[src/rtl/inst_prefetch.sv]
// Instruction prefetch buffer: streams sequential words into a FIFO ahead of the core PC.
// Optional hit/miss counters are enabled with `define IFETCH_PREFETCH_PERF_EN.
module inst_prefetch #(
    parameter int unsigned DEPTH      = 4,
    parameter logic [31:0] RESET_ADDR = 32'h0000_0000
) (
    input  logic        clk,
    input  logic        rst,
    input  logic [31:0] fetch_addr_i,
    input  logic        fetch_ready_i,
    output logic        fetch_valid_o,
    output logic [31:0] fetch_inst_o,
    output logic        mem_req_o,
    output logic [31:0] mem_addr_o,
    input  logic        mem_gnt_i,
    input  logic        mem_rvalid_i,
`ifdef IFETCH_PREFETCH_PERF_EN
    output logic [31:0] hit_cnt_o,
    output logic [31:0] miss_cnt_o,
`endif
    input  logic [31:0] mem_rdata_i
);

    localparam int unsigned PTR_W = (DEPTH > 1) ? $clog2(DEPTH) : 1;
    localparam int unsigned CNT_W = $clog2(DEPTH + 1);
    localparam int unsigned SUM_W = CNT_W + 1;
    localparam logic [31:0] NOP   = 32'h0000_0013;

    logic [31:0]      fifo_q [DEPTH];
    logic [PTR_W-1:0] rd_ptr_q, rd_ptr_d;
    logic [PTR_W-1:0] wr_ptr_q, wr_ptr_d;
    logic [CNT_W-1:0] count_q, count_d;
    logic [CNT_W-1:0] outstanding_q, outstanding_d;
    logic [CNT_W-1:0] discard_q, discard_d;
    logic [31:0]      head_addr_q, head_addr_d;
    logic [31:0]      req_addr_q, req_addr_d;

    logic             mismatch;
    logic             pop;
    logic             grant;
    logic             push;
    logic             drop;
    logic [SUM_W-1:0] in_flight;

    // Serve and request decisions; mem_req_o is held low while reset is asserted.
    always_comb begin
        mismatch      = (head_addr_q != fetch_addr_i);
        in_flight     = SUM_W'(count_q) + SUM_W'(outstanding_q);
        fetch_valid_o = (count_q != '0) && !mismatch;
        fetch_inst_o  = fetch_valid_o ? fifo_q[rd_ptr_q] : NOP;
        mem_req_o     = rst && !mismatch && (in_flight < SUM_W'(DEPTH));
        mem_addr_o    = req_addr_q;
        pop           = fetch_valid_o && fetch_ready_i;
        grant         = mem_req_o && mem_gnt_i;
        drop          = mem_rvalid_i && (discard_q != '0);
        push          = mem_rvalid_i && (discard_q == '0) && !mismatch;
    end

    always_comb begin
        rd_ptr_d      = rd_ptr_q;
        wr_ptr_d      = wr_ptr_q;
        count_d       = count_q;
        outstanding_d = outstanding_q;
        discard_d     = discard_q;
        head_addr_d   = head_addr_q;
        req_addr_d    = req_addr_q;
        if (mismatch) begin
            // Redirect: everything still in flight becomes stale.
            rd_ptr_d      = '0;
            wr_ptr_d      = '0;
            count_d       = '0;
            head_addr_d   = fetch_addr_i;
            req_addr_d    = fetch_addr_i;
            outstanding_d = outstanding_q - CNT_W'(mem_rvalid_i);
            discard_d     = outstanding_q - CNT_W'(mem_rvalid_i);
        end else begin
            if (pop) begin
                rd_ptr_d    = rd_ptr_q + PTR_W'(1);
                head_addr_d = head_addr_q + 32'd4;
            end
            if (push) begin
                wr_ptr_d = wr_ptr_q + PTR_W'(1);
            end
            if (grant) begin
                req_addr_d = req_addr_q + 32'd4;
            end
            if (drop) begin
                discard_d = discard_q - CNT_W'(1);
            end
            count_d       = count_q + CNT_W'(push) - CNT_W'(pop);
            outstanding_d = outstanding_q + CNT_W'(grant) - CNT_W'(mem_rvalid_i);
        end
    end

    always_ff @(posedge clk or negedge rst) begin
        if (!rst) begin
            rd_ptr_q      <= '0;
            wr_ptr_q      <= '0;
            count_q       <= '0;
            outstanding_q <= '0;
            discard_q     <= '0;
            head_addr_q   <= RESET_ADDR;
            req_addr_q    <= RESET_ADDR;
        end else begin
            rd_ptr_q      <= rd_ptr_d;
            wr_ptr_q      <= wr_ptr_d;
            count_q       <= count_d;
            outstanding_q <= outstanding_d;
            discard_q     <= discard_d;
            head_addr_q   <= head_addr_d;
            req_addr_q    <= req_addr_d;
        end
    end

    // Data storage needs no reset; count_q gates visibility.
    always_ff @(posedge clk) begin
        if (push) begin
            fifo_q[wr_ptr_q] <= mem_rdata_i;
        end
    end

`ifdef IFETCH_PREFETCH_PERF_EN
    logic [31:0] hit_cnt_q, hit_cnt_d;
    logic [31:0] miss_cnt_q, miss_cnt_d;

    // Saturating hit/miss counters.
    always_comb begin
        hit_cnt_d  = hit_cnt_q;
        miss_cnt_d = miss_cnt_q;
        if (pop && (hit_cnt_q != '1)) begin
            hit_cnt_d = hit_cnt_q + 32'd1;
        end
        if (mismatch && (miss_cnt_q != '1)) begin
            miss_cnt_d = miss_cnt_q + 32'd1;
        end
    end

    always_ff @(posedge clk or negedge rst) begin
        if (!rst) begin
            hit_cnt_q  <= '0;
            miss_cnt_q <= '0;
        end else begin
            hit_cnt_q  <= hit_cnt_d;
            miss_cnt_q <= miss_cnt_d;
        end
    end

    assign hit_cnt_o  = hit_cnt_q;
    assign miss_cnt_o = miss_cnt_q;
`endif

endmodule

[config.mk]
export PLATFORM = sky130hd
export DESIGN_NAME = inst_prefetch
export DESIGN_NICKNAME = d
export VERILOG_FILES = /design/src/rtl/inst_prefetch.sv
export SDC_FILE = /design/constraint.sdc
export NUM_CORES = 1
export LEC_CHECK = 0
export BUFFER_PORTS_ARGS = -buffer_cell sky130_fd_sc_hd__buf_2
export CORE_MARGIN = 2
export CORE_UTILIZATION = 49
export CTS_CLUSTER_SIZE = 10
export DETAILED_ROUTE_END_ITERATION = 6
export PLACE_DENSITY = 0.74
export SLEW_MARGIN = 30
export SYNTH_ARGS = -nofsm -noshare
export SYNTH_HDL_FRONTEND = slang
export SYNTH_SLANG_ARGS = --single-unit
[constraint.sdc]
create_clock -name clk -period 10.05 [get_ports clk]
set_input_delay 1.5075 -clock clk [delete_from_list [all_inputs] [get_ports clk]]
set_output_delay 1.5075 -clock clk [all_outputs]
set_load 0.05 [all_outputs]
==> flow_results.org <==
** Detailed routing
- The detailed router finished its first iteration with 526 violations.
- Routed length per instance :: 19.3 um
- Final antenna-violating net count :: 0
- # DRC :: 0
- The first detailed-routing pass ran for 5 iterations.
- Sum of routed wire length over all layers :: 21600 um
- Across all layers, the routed design uses 6333 vias.
- Dividing the detail-routed via count by the number of cells gives 5.65.

** Synth
- After synthesis, the largest family of logic cells by area is simple AND/OR/NAND/NOR gates.
- Number of storage elements in the synthesis netlist :: 203
- The cell count after synthesis came out at 716.
- Multiplexer share of the synthesized area :: 8.26%
- Area of the mapped netlist :: 9510 sq um
- The synthesized netlist devotes 8.47% of its cell area to XOR and XNOR gates.
- For this run, the number of Yosys warnings is 0.
- The top cell type by area accounts for 40.4% of the synthesized area.
- edfxtp_1 is the most common cell in the netlist.
- In this run, synthesis inferred 128 flip-flops with an integrated enable.
- Sequential elements use 60.1% of the synthesized area.
- The synthesized netlist devotes 12.5% of its cell area to simple gates.
- When the netlist entered floorplanning its net count stood at 803.
- A synthesized cell averages 13.3 sq um.
- After synthesis, the netlist uses 40 different library cells.
- Cell type with the largest total area after synthesis :: edfxtp_1
- Leading post-synthesis cells by cell area :: edfxtp_1, dfrtp_1, mux4_2
- Ys async rst share :: 36.9%
- Top cell types by occurrence after synthesis :: edfxtp_1, a21oi_1, dfrtp_1
- Most frequently used flop master after synthesis :: edfxtp_1
- The synthesized netlist devotes 5.50% of its cell area to compound gates.
- Summing the areas of all fa, ha and maj instances in the mapped netlist gives 2.52% of the synthesized area.

** Clocking
- Total setup buffers inserted after CTS :: 0
- Counting every sink on the clock net gives 203.
- In this run, post-CTS repair resized a total of 0 instances.
- For this design, the CTS-stage hold fixing added 0 buffers.
- The tree is rooted in a clkbuf_16.
- After clock tree synthesis, the clock-pin slew on the worst setup and hold paths is 0.06 ns.
- No sink is reached through more buffers than the 3 on the longest clock path.
- Num CTS Buffers :: 24
- Clock tree from TritonCTS :: built
- At the later pin of the worst-skew pair, clock insertion delay measures 0.52 ns.
- CTS built an H-tree with a depth of 1.

** Floorplan
- Standard-cell row count :: 50
- The die is 143 um tall.
- Die X :: 143 um
- Boundary pin count :: 135
- The initial utilization of the core area, before any placement, comes to 50.4%.
- The core region is 18900 sq um.
- Floorplan die area :: 20500 sq um

** Timing
- Setup repair after global routing missed its margin :: false
- The clock arrives with 0.0159 ns of skew.
- Maximum achievable frequency :: 176 MHz
- Endpoints failing hold :: 0
- In the post-route analysis, the smallest setup slack over all paths is 4.37 ns.
- Final worst-path cycle share :: 56.6%
- For the finished layout, the period the worst path requires is 5.68 ns.
- Setup violations remaining at the end of the flow were counted as 0.
- Worst Max-Slew Pin Slew :: 0.762 ns
- Slew Limit Headroom :: 49.2%
- Final Max Tran Viols :: 0
- Setup total negative slack :: 0 ns

** Global routing
- Entering global routing, the biggest net connects 70 pins.
- First-pass GRT wire length :: 34100 um
- Remaining global-route overflow :: 0
- Vias in the first global route :: 6203
- Global routing used 21.3% of the available tracks.
- Number of antenna violations at the first check in global routing :: 1

** Layout
- At the end of the flow the core is filled with cells to 59.0%.
- Summing all multi-input logic gate instances after layout gives 3550 sq um.
- The layout has 1524 filler cells.
- FF/Latch Area :: 5720 sq um
- Cells with a size suffix above 1 make up 25.8% of the layout.
- The area growth from synthesis to layout is 17.1%.
- Finished Cell Area :: 11100 sq um
- Final layout net count :: 932

** Place
- Worst setup slack before clock tree synthesis :: 4.48 ns
- Placed Instance Area :: 10400 sq um
- In this run the tool buffered the top-level ports with 134 buffer cells.
- Routability-driven placement finished with a final weighted congestion of 0.889.
- Final HPWL from detailed placement :: 14200 um

** Hold path
- The path class of the tightest hold or removal check is flop to flop.
- The worst hold path passes through 2 cells.

** Critical path
- For the worst setup path, the data arrival time is 4.18 ns.
- Worst Setup Start Kind :: input pin
- The worst register-to-register path has a depth of 13.
- For the worst setup path, the data required time is 8.54 ns.
- In this run the worst path has a maximum fanout of 43.
- The worst setup path is captured at an output pin.
- Critical path start-end classification :: input pin to output pin

** Pwr
- In this run the power density over the cells is 170 nW/um^2.
- Final total power :: 0.00189 W
- Total leakage power :: 4.05 nW
- Worst vdd ir :: 0.219 mV

** Flow run
- Number of maximum-capacitance violations :: 0

** Status
- The run finished with clean final reports.
## final timing paths
check	from	to	slack, ns
max	fetch_addr_i[13]	fetch_inst_o[4]	4.37
min	discard_q[1]	discard_q[1]	0.56
max reg2reg	head_addr_q[3]	outstanding_q[2]	5.88
min reg2reg	discard_q[1]	discard_q[1]	0.56
max in group asynchronous	rst	rd_ptr_q[0]	8.10
min in group asynchronous	rst	mem_addr_o[15]	0.87
## per-stage QoR
| step | instances | hold slack, ns |
|---|---|---|
| 2_1_floorplan | 716 | 0.528 |
| 3_3_place_gp | 1079 | 0.551 |
| 3_5_place_dp | 1079 | 0.559 |
| 4_1_cts | 1120 | 0.572 |
| 5_1_grt | 1120 | 0.596 |
| 6_report | 1121 | 0.563 |
## state kept, by name (all words and copies together) (netlist names)
signal / count
wr_ptr_q: 2
fifo_q: 128
outstanding_q: 3
count_q: 3
rd_ptr_q: 2
head_addr_q: 31
discard_q: 3
mem_addr_o: 31
## final cells by class
class / instances / area share [%]
clock inverters: 2 / 0.314
repair buffers: 146 / 6.85
inverters: 19 / 0.640
multi-input cells: 451 / 31.9
flip-flops and latches: 203 / 51.4
clock buffers: 39 / 5.99
well taps: 260 / 2.92
diodes: 1 / 0.0225
## power by group
part	internal [W]	switching (W)
Sequential	0.000915	0.0000276
Combinational	0.0000661	0.000107
Clock	0.000453	0.000322
Total	0.00143	0.000456
## placed cells by master, fill, tap and decap left out, types with 2 or more instances in the layout
cell type,n
buf_2,133
edfxtp_1,128
a21oi_1,80
dfrtp_1,74
xnor2_1,54
xor2_1,38
mux4_2,32
nand2_1,30
nor3b_1,30
nor3_1,25
clkbuf_16,24
nand3_1,23
nor2_1,21
inv_1,19
nand4_1,18
nor4_1,16
ha_1,16
clkbuf_1,14
buf_4,13
o21ai_0,9
or3_1,8
and3_1,7
a31oi_1,7
and4_1,6
and3_2,4
mux2_2,4
and4_2,3
or4_1,3
nand2b_1,2
mux2i_1,2
fa_1,2
## worst max-delay path, stage by stage
cell     delay, ns
buf_2         0.13
xor2_1        0.17
nor4_1        0.53
and4_2        0.74
nand2_1       0.12
buf_4         0.30
or3_1         0.42
buf_2         0.22
## cell families after synthesis
| kind of cell | count (synthesis) |
|---|---|
| adder cells (fa/ha/maj) | 18 |
| XOR/XNOR | 92 |
| flip-flops | 203 |
| AO/OA/AOI/OAI | 100 |
| multiplexers | 38 |
| AND/OR/NAND/NOR | 203 |
| buffers and inverters | 62 |
## routing by layer
layer,vias up,GRT usage (%),routed length [um]
li1,2940,-,-
met1,3099,30.5,9170
met2,262,33.9,10100
met3,32,4.07,1750
met4,0,5.83,555
met5,-,0,0
Note: power is estimated with default switching activity, not from simulation.
